<file path="src/rtl/cpu_ctrl_pkg.sv">
// cpu_ctrl_pkg: shared state, opcode and control encodings; legality of j depends on JUMP_EN
package cpu_ctrl_pkg;
    typedef enum logic [3:0] {
        S_FETCH    = 4'd0,
        S_DECODE   = 4'd1,
        S_MEMADDR  = 4'd2,
        S_MEMREAD  = 4'd3,
        S_MEMWB    = 4'd4,
        S_MEMWRITE = 4'd5,
        S_RTEXEC   = 4'd6,
        S_RTWB     = 4'd7,
        S_BRANCH   = 4'd8,
        S_JUMP     = 4'd9,
        S_IEXEC    = 4'd10,
        S_IWB      = 4'd11
    } state_t;
    localparam logic [5:0] OP_RTYPE = 6'b000000;
    localparam logic [5:0] OP_LW    = 6'b100011;
    localparam logic [5:0] OP_SW    = 6'b101011;
    localparam logic [5:0] OP_BEQ   = 6'b000100;
    localparam logic [5:0] OP_ADDI  = 6'b001000;
    localparam logic [5:0] OP_ANDI  = 6'b001100;
    localparam logic [5:0] OP_ORI   = 6'b001101;
    localparam logic [5:0] OP_J     = 6'b000010;
    localparam logic [1:0] ALU_ADD   = 2'd0;
    localparam logic [1:0] ALU_SUB   = 2'd1;
    localparam logic [1:0] ALU_FUNCT = 2'd2;
    localparam logic [1:0] ALU_LOGIC = 2'd3;
    localparam logic [1:0] SRCB_REG   = 2'd0;
    localparam logic [1:0] SRCB_FOUR  = 2'd1;
    localparam logic [1:0] SRCB_IMM   = 2'd2;
    localparam logic [1:0] SRCB_IMMSH = 2'd3;
    localparam logic [1:0] PCSRC_ALU    = 2'd0;
    localparam logic [1:0] PCSRC_ALUOUT = 2'd1;
    localparam logic [1:0] PCSRC_JUMP   = 2'd2;
    typedef struct packed {
        logic       pc_write;
        logic       pc_write_cond;
        logic       iord;
        logic       mem_read;
        logic       mem_write;
        logic       ir_write;
        logic       mem_to_reg;
        logic       reg_dst;
        logic       reg_write;
        logic       alu_src_a;
        logic       ext_op;
        logic [1:0] alu_src_b;
        logic [1:0] alu_op;
        logic [1:0] pc_source;
        logic       illegal_op;
    } ctrl_t;
    function automatic logic is_legal(input logic [5:0] op);
`ifdef JUMP_EN
        return op inside {OP_RTYPE, OP_LW, OP_SW, OP_BEQ, OP_ADDI, OP_ANDI, OP_ORI, OP_J};
`else
        return op inside {OP_RTYPE, OP_LW, OP_SW, OP_BEQ, OP_ADDI, OP_ANDI, OP_ORI};
`endif
    endfunction
endpackage

</file>
<file path="src/rtl/ctrl_output_decode.sv">
// ctrl_output_decode: state -> control word; JUMP outputs exist only with JUMP_EN
module ctrl_output_decode
    import cpu_ctrl_pkg::*;
(
    input  state_t      st,
    input  logic [5:0]  op,
    input  logic        mem_ready,
    output ctrl_t       c
);
    // Moore decode, with fetch writes gated by memory and the illegal pulse in decode
    always_comb begin
        c = '0;
        case (st)
            S_FETCH: begin
                c.mem_read  = 1'b1;
                c.alu_src_b = SRCB_FOUR;
                c.ir_write  = mem_ready;
                c.pc_write  = mem_ready;
            end
            S_DECODE: begin
                c.alu_src_b  = SRCB_IMMSH;
                c.ext_op     = 1'b1;
                c.illegal_op = !is_legal(op);
            end
            S_MEMADDR: begin
                c.alu_src_a = 1'b1;
                c.alu_src_b = SRCB_IMM;
                c.ext_op    = 1'b1;
            end
            S_MEMREAD: begin
                c.iord     = 1'b1;
                c.mem_read = 1'b1;
            end
            S_MEMWB: begin
                c.mem_to_reg = 1'b1;
                c.reg_write  = 1'b1;
            end
            S_MEMWRITE: begin
                c.iord      = 1'b1;
                c.mem_write = 1'b1;
            end
            S_RTEXEC: begin
                c.alu_src_a = 1'b1;
                c.alu_op    = ALU_FUNCT;
            end
            S_RTWB: begin
                c.reg_dst   = 1'b1;
                c.reg_write = 1'b1;
            end
            S_BRANCH: begin
                c.alu_src_a     = 1'b1;
                c.alu_op        = ALU_SUB;
                c.pc_write_cond = 1'b1;
                c.pc_source     = PCSRC_ALUOUT;
            end
`ifdef JUMP_EN
            S_JUMP: begin
                c.pc_write  = 1'b1;
                c.pc_source = PCSRC_JUMP;
            end
`endif
            S_IEXEC: begin
                c.alu_src_a = 1'b1;
                c.alu_src_b = SRCB_IMM;
                c.ext_op    = (op == OP_ADDI);
                c.alu_op    = (op == OP_ADDI) ? ALU_ADD : ALU_LOGIC;
            end
            S_IWB: c.reg_write = 1'b1;
            default: ;
        endcase
    end
endmodule

</file>
<file path="src/rtl/multicycle_control.sv">
// multicycle_control: multicycle MIPS main control FSM; define JUMP_EN to decode j
module multicycle_control
    import cpu_ctrl_pkg::*;
#(
    parameter int STATE_W = 4
) (
    input  logic               clk,
    input  logic               rst,
    input  logic [5:0]         Op,
    input  logic               MemReady,
    output logic               PCWrite,
    output logic               PCWriteCond,
    output logic               IorD,
    output logic               MemRead,
    output logic               MemWrite,
    output logic               IRWrite,
    output logic               MemtoReg,
    output logic               RegDst,
    output logic               RegWrite,
    output logic               ALUSrcA,
    output logic               ExtOp,
    output logic [1:0]         ALUSrcB,
    output logic [1:0]         ALUOp,
    output logic [1:0]         PCSource,
    output logic               IllegalOp,
    output logic [STATE_W-1:0] State
);
    state_t st;
    ctrl_t  c;
    // state register and next-state sequencing; reset wins over MemReady
    always_ff @(posedge clk) begin
        if (rst) st <= S_FETCH;
        else begin
            case (st)
                S_FETCH:    st <= MemReady ? S_DECODE : S_FETCH;
                S_DECODE: begin
                    case (Op)
                        OP_LW, OP_SW:               st <= S_MEMADDR;
                        OP_RTYPE:                   st <= S_RTEXEC;
                        OP_BEQ:                     st <= S_BRANCH;
                        OP_ADDI, OP_ANDI, OP_ORI:   st <= S_IEXEC;
`ifdef JUMP_EN
                        OP_J:                       st <= S_JUMP;
`endif
                        default:                    st <= S_FETCH;
                    endcase
                end
                S_MEMADDR:  st <= (Op == OP_SW) ? S_MEMWRITE : S_MEMREAD;
                S_MEMREAD:  st <= MemReady ? S_MEMWB : S_MEMREAD;
                S_MEMWRITE: st <= MemReady ? S_FETCH : S_MEMWRITE;
                S_RTEXEC:   st <= S_RTWB;
                S_IEXEC:    st <= S_IWB;
                default:    st <= S_FETCH;
            endcase
        end
    end
    ctrl_output_decode u_dec (
        .st(st),
        .op(Op),
        .mem_ready(MemReady),
        .c(c)
    );
    assign PCWrite     = c.pc_write;
    assign PCWriteCond = c.pc_write_cond;
    assign IorD        = c.iord;
    assign MemRead     = c.mem_read;
    assign MemWrite    = c.mem_write;
    assign IRWrite     = c.ir_write;
    assign MemtoReg    = c.mem_to_reg;
    assign RegDst      = c.reg_dst;
    assign RegWrite    = c.reg_write;
    assign ALUSrcA     = c.alu_src_a;
    assign ExtOp       = c.ext_op;
    assign ALUSrcB     = c.alu_src_b;
    assign ALUOp       = c.alu_op;
    assign PCSource    = c.pc_source;
    assign IllegalOp   = c.illegal_op;
    assign State       = STATE_W'(st);
endmodule

</file>
<file path="config.mk">
export PLATFORM = sky130hd
export DESIGN_NAME = multicycle_control
export DESIGN_NICKNAME = d
export VERILOG_FILES = /design/src/rtl/cpu_ctrl_pkg.sv /design/src/rtl/ctrl_output_decode.sv /design/src/rtl/multicycle_control.sv
export SDC_FILE = /design/constraint.sdc
export NUM_CORES = 1
export LEC_CHECK = 0
export CORE_UTILIZATION = 30
export CTS_CLUSTER_DIAMETER = 100
export DETAILED_ROUTE_END_ITERATION = 6
export RECOVER_POWER = 25
export SYNTH_ARGS = -nofsm -noshare
export SYNTH_HDL_FRONTEND = slang
export SYNTH_SLANG_ARGS = --single-unit
</file>
<file path="constraint.sdc">
create_clock -name clk -period 2.5 [get_ports clk]
set_input_delay 0.5 -clock clk [delete_from_list [all_inputs] [get_ports clk]]
set_output_delay 0.5 -clock clk [all_outputs]
set_load 0.03 [all_outputs]
</file>
==> impl_metrics.yaml, run 1 <==
layout:
  final_cells: 139
  diodes: 0
  final_util: 0.493
  largest_reg_flops: 4
  drive_gt1_frac: 0.105
  syn_to_final_growth_pct: 53.6
  fin_nets: 125
clocking:
  cts.htree.levels: 1
  clock-root-buffer: "clkbuf_4"
  cts_buffer_depth: 2
  tritoncts: "built"
  cts.clk_slew.worst_paths_ns: 0.04
  clock-sinks: 4
  insertion_delay_ns: 0.24
  post-cts-setup-buffer-count: 0
  cts_made_buffers: 3
min_path:
  hold_class: "reg -> reg"
  hold-path-cell-count: 2
yosys:
  synth_top_area_cell: "dfxtp_1"
  ys_top_cells_by_area: "dfxtp_1 (14%), nor2_1 (7.4%), a21oi_1 (6.3%), nand2b_1 (5.6%), nor3_1 (5.4%)"
  yosysUniqueCellTypes: 32
  syn-num-nets: 95
  synth_edf_count: 0
  syn_avg_cell_area_sq_um: 6.52
  ys.flop_type: "dfxtp_1"
  synth.yosys.seq_area_share: 0.143
  syn_area_sq_um: 561
  synthCells: 86
  synth_warnings: 0
  async_reset_ff_frac: 0
  ys_seq_elements: 4
  synth.most_common_cell: "nor2_1"
  ys_top_cells_by_count: "nor2_1 (11), a21oi_1 (7), nand2_1 (6), nor3_1 (6), nand2b_1 (5)"
  yosys.area.top_type_share: 0.143
route:
  vias_per_cell: 4.89
  num_vias: 680
  drc_errors: 0
  routed_wl_mm: 1.50
  drtAntennaViolNets: 0
  wl_per_cell_microns: 10.8
  firstDrtPassIters: 4
  drtIter0Drc: 23
floorplanning:
  io_pins: 31
  fp.dieW_microns: 45.2
  placementRows: 15
  die_h_microns: 45.2
  dieArea_sq_um: 2050
  initial_utilization: 0.321
  core_area_sq_um: 1750
placement:
  preCtsSetupSlack_ns: 0.134
  hpwl_mm: 1.15
  dp_cells: 136
  io_buffers: 29
  gp_routability_congestion: 0.781
sta:
  period_minus_slack_ns: 2.39
  drv_slew: 0
  timing.fmax_mhz: 418
  final-hold-violation-count: 0
  setup_viol_count_final: 0
  setup_ws_ns: 0.110
  finalCritPeriodShare: 0.956
  setup_tns_ns: 0
  hold-worst-slack_ns: 0.701
  fin_skew_ns: 0.00466
  rsz0062_at_grt: "no"
power_and_ir_drop:
  p_leak_uw: 0.000317
  p_seq_frac: 0.290
  power_switching_uw: 82.9
  internal_power_uw: 160
  power.share.clock: 0.338
  p_comb_frac: 0.372
  netSwitchingFraction: 0.341
  power.density_nw_per_um2: 283
  vdd_drop_max_mv: 0.257
critical_path:
  cpPeakStageDelay_ns: 0.47
  required_ns: 2.00
  cp_slowest_cell: "clkdlybuf4s50_1"
  endpoint_kind: "primary output"
  critPathKind: "in -> out"
  r2r_cells: 4
  crit_chain: "clkdlybuf4s50_1 -> nor3_1 -> nand3_1 -> a21o_1 -> a21oi_1 -> buf_4"
  crit_path_max_fanout: 5
  crit_arrival_ns: 1.89
  startpoint_type: "input pin"
global_route:
  gr-usage-all-layers: 0.154
  grt_pass1_wl_mm: 2.36
  grt_max_degree: 18
  antenna_found_initial: 0
  grt_pass1_vias: 571
  grt_overflow: 0
job:
  drv_cap: 0
status:
  status: "finished, final reports clean"
-- cell families after synthesis --
| logic type | share of synthesized area |
|---|---|
| other | 0.00669 |
| buffers and inverters | 0.136 |
| flip-flops | 0.143 |
| adder cells (fa/ha/maj) | 0.0179 |
| XOR/XNOR | 0.0313 |
| AND/OR/NAND/NOR | 0.388 |
| AO/OA/AOI/OAI | 0.277 |
-- through the flow --
stage,power (uW),area (sq um)
after floorplan,124,561
after CTS,250,867
after global placement,164,845
after global routing,259,861
final,243,861
after detailed placement,164,845
-- worst paths after layout --
path / start / endpoint / slack (ns)
min reg2reg: State[3]$_SDFF_PP0_ / State[0]$_SDFF_PP0_ / 0.70
min: State[3]$_SDFF_PP0_ / State[0]$_SDFF_PP0_ / 0.70
max: Op[1] / ExtOp / 0.11
max reg2reg: State[1]$_SDFF_PP0_ / State[2]$_SDFF_PP0_ / 1.06
-- worst max-delay path: cells and delay by family --
family,cells,cell delay (ns)
AOI/OAI and AO/OA,2,0.36
buffers and inverters,2,0.64
and+or+nand+nor,2,0.39
-- layer usage --
metal	share of wire	vias up	routed length, microns	track usage
met5	0	-	0	0
li1	-	362	-	-
met1	0.49	297	740	0.207
met3	0.039	0	58	0.0480
met4	0	0	0	0.0303
met2	0.47	21	704	0.241
-- layout make-up --
type                       instances  area (sq um)
sequential                         4          81.3
multi-input combinational         70           404
fill                             199           885
tap                               25          31.3
inverter                           3          11.3
clock buffer                       3          22.5
timing repair buffer              34           310
-- repair_timing --
| action | in CTS | in global routing |
|---|---|---|
| setup endpoints to repair | 0 | 4 |
| hold buffers | 0 | 0 |
| gates resized for setup | 0 | 1 |
-- layout by cell type, fill, tap and decap left out, types with 5 or more instances in the layout --
cell type / instances
nand2b_1: 5
nor2_1: 11
nor3_1: 6
a21oi_1: 7
buf_4: 7
clkdlybuf4s50_1: 23
nand2_1: 6
-- power by group through the flow --
stage	registers, uW	logic [uW]	clock network [uW]
2_1_floorplan	70.8	53.6	0
3_3_place_gp	71.7	92.3	0
3_5_place_dp	71.7	92.2	0
4_1_cts	70.6	92.5	86.6
5_1_grt	71.4	97.5	90.4
6_report	70.6	90.6	82.2
Power figures use the tool's default switching activity.
==> run 2: changes to the inputs <==
- SYNTH_HIERARCHICAL: default -> 1
==> run 2 against run 1 <==
Final cell count rose by 8.6%. Sequential power fell by 3%. Final area rose by 20%. Global-route usage rose by 3.1 points. Register-to-register slack got worse by 0.21 ns. Non-clock buffer count rose by 8. Total power rose by 7.8%. Count of clock-buffer cells in the layout did not move. Hold slack improved by 0.13 ns. Clock skew fell by 0.0038 ns.
==> impl_metrics.yaml, run 2 <==
layout:
  num-fill-cells: 213
  fin_nets: 135
  largest_reg_flops: 4
  syn_to_final_growth_pct: 66.6
  layout_common_cells: "clkdlybuf4s50_1 (16), buf_4 (13), nor2_1 (8)"
  drive_gt1_frac: 0.210
  diodes: 0
  ff_latch_area_sq_um: 80.1
  multi_input_area_sq_um: 504
  final_common_cell: "clkdlybuf4s50_1"
clocking:
  cts.clk_slew.worst_paths_ns: 0.04
  cts_made_buffers: 3
  clock-sinks: 4
  insertion_delay_ns: 0.24
  cts.htree.levels: 1
  clock-root-buffer: "clkbuf_4"
  tritoncts: "built"
  cts_buffer_depth: 2
sta:
  final-hold-violation-count: 0
  finalCritPeriodShare: 0.965
  hold-worst-slack_ns: 0.833
  timing.fmax_mhz: 415
  fin_skew_ns: 0.000895
  setup_ws_ns: 0.0877
  drv_slew: 0
  setup_viol_count_final: 0
  setup_tns_ns: 0
  period_minus_slack_ns: 2.41
  rsz0062_at_grt: "no"
route:
  routed_wl_mm: 1.83
  drc_errors: 0
  drtAntennaViolNets: 0
  wl_met1_microns: 835
  num_vias: 764
  firstDrtPassIters: 4
  top_layer: "met3"
  wl_per_cell_microns: 12.1
  wl_met2_microns: 880
  drtIter0Drc: 8
  vias_per_cell: 5.06
  dr_wl_met3_microns: 113
critical_path:
  required_ns: 2.00
  critPathKind: "in -> out"
  crit_path_max_fanout: 3
  crit_arrival_ns: 1.91
  cp_slowest_cell: "clkdlybuf4s50_1"
  cpPeakStageDelay_ns: 0.52
  crit_chain: "clkdlybuf4s50_1 -> nand2_1 -> a2111oi_0 -> nor3_1 -> dlygate4sd2_1"
  startpoint_type: "input pin"
  endpoint_kind: "primary output"
status:
  status: "finished, final reports clean"
yosys:
  yosysUniqueCellTypes: 40
  async_reset_ff_frac: 0
  ys.flop_type: "dfxtp_1"
  synth_warnings: 6
  synth_edf_count: 0
  synth.yosys.seq_area_share: 0.130
  syn-num-nets: 96
  syn_avg_cell_area_sq_um: 7.10
  synthCells: 87
  yosys.area.top_type_share: 0.130
  synth.most_common_cell: "nor2_1"
  syn_area_sq_um: 618
  ys_top_cells_by_count: "nor2_1 (8), nor3_1 (7), nand2_1 (6), nand2b_1 (6), a21oi_1 (5)"
  ys_top_cells_by_area: "dfxtp_1 (13%), nand2b_1 (6.1%), nor3_1 (5.7%), nor3_2 (4.9%), nor2_1 (4.9%)"
  ys_seq_elements: 4
  synth_top_area_cell: "dfxtp_1"
global_route:
  gr-usage-all-layers: 0.185
  antenna_found_initial: 0
  grt_pass1_vias: 670
  grt_pass1_wl_mm: 2.91
  grt_max_degree: 16
  grt_overflow: 0
floorplanning:
  core_area_sq_um: 1940
  die_h_microns: 47.4
  fp.dieW_microns: 47.4
  initial_utilization: 0.318
  placementRows: 16
  dieArea_sq_um: 2250
  io_pins: 31
power_and_ir_drop:
  power.density_nw_per_um2: 255
  vdd_drop_max_mv: 0.288
  p_leak_uw: 0.000444
job:
  drv_cap: 0
min_path:
  hold_class: "reg -> reg"
placement:
  gp_routability_congestion: 0.725
  preCtsSetupSlack_ns: -0.401
  io_buffers: 29
  hpwl_mm: 1.45
## run 2: changes by cell type after synthesis, moves of 2 or more
cell / before / now
a21oi_1: 7 / 5
nor2_1: 11 / 8
or2_1: 2 / 0
nand4b_1: 0 / 2
and3_1: 2 / 0
nor2b_1: 3 / 0
nor3b_1: 0 / 3
buf_6: 2 / 0
inv_1: 3 / 1
clkbuf_1: 0 / 2
nor3_2: 0 / 3
## run 2: worst paths after layout
check                 startpoint                  end  slack [ns]  cells past startpoint
min reg2reg  State[2]$_SDFF_PP0_  State[3]$_SDFF_PP0_        0.83                      2
max reg2reg  State[2]$_SDFF_PP0_  State[2]$_SDFF_PP0_        0.85                      5
max                        Op[2]            IllegalOp        0.09                      5
min          State[2]$_SDFF_PP0_  State[3]$_SDFF_PP0_        0.83                      2
## run 2: metrics by stage
stage,std cells,power [uW],area [sq um],utilization
floorplan,87,129,623,-
global placement,147,182,990,0.510
detailed placement,147,183,990,0.510
CTS,151,266,1030,0.528
global route,151,283,1030,0.530
finish,151,262,1030,0.530
## run 2: area by class of cell
class / count / area share
clock buffer: 3 / 0.0219
inverter: 1 / 0.00365
multi-input combinational: 74 / 0.490
sequential: 4 / 0.0778
tap: 27 / 0.0328
timing repair buffer: 42 / 0.374
## run 2: worst max-delay path, delay by kind of cell
kind,cells,cell delay (ns)
compound gates,1,0.39
buf+inv,2,0.89
simple gates,2,0.14
## run 2: logic make-up (layout without fill, tap and decap cells)
family	count (synthesis)	count (layout)	share of synthesized area
compound gates	22	22	0.271
xor+xnor	2	2	0.0283
buf+inv	9	46	0.0789
flops	4	4	0.130
mux	1	1	0.0162
other cells	1	1	0.00607
simple gates	48	48	0.470
## run 2: repair_timing
item,in CTS,in global routing
hold buffers,0,0
resized for setup,18,3
endpoints found under the setup margin,3,3
buffers inserted,1,0
pin swaps,3,0
endpoints found under the hold margin,0,0
## run 2: routing by layer
metal,global-route usage,vias up
met2,0.321,29
met1,0.230,343
li1,-,392
met3,0.0462,0
met4,0.0343,0
met5,0,-
## run 2: power breakdown
group	total (uW)	switching, uW	internal, uW
Sequential	68.6	2.82	65.7
Clock	81.4	27.6	53.8
Combinational	112	60.4	52.1
Total	262	90.8	172
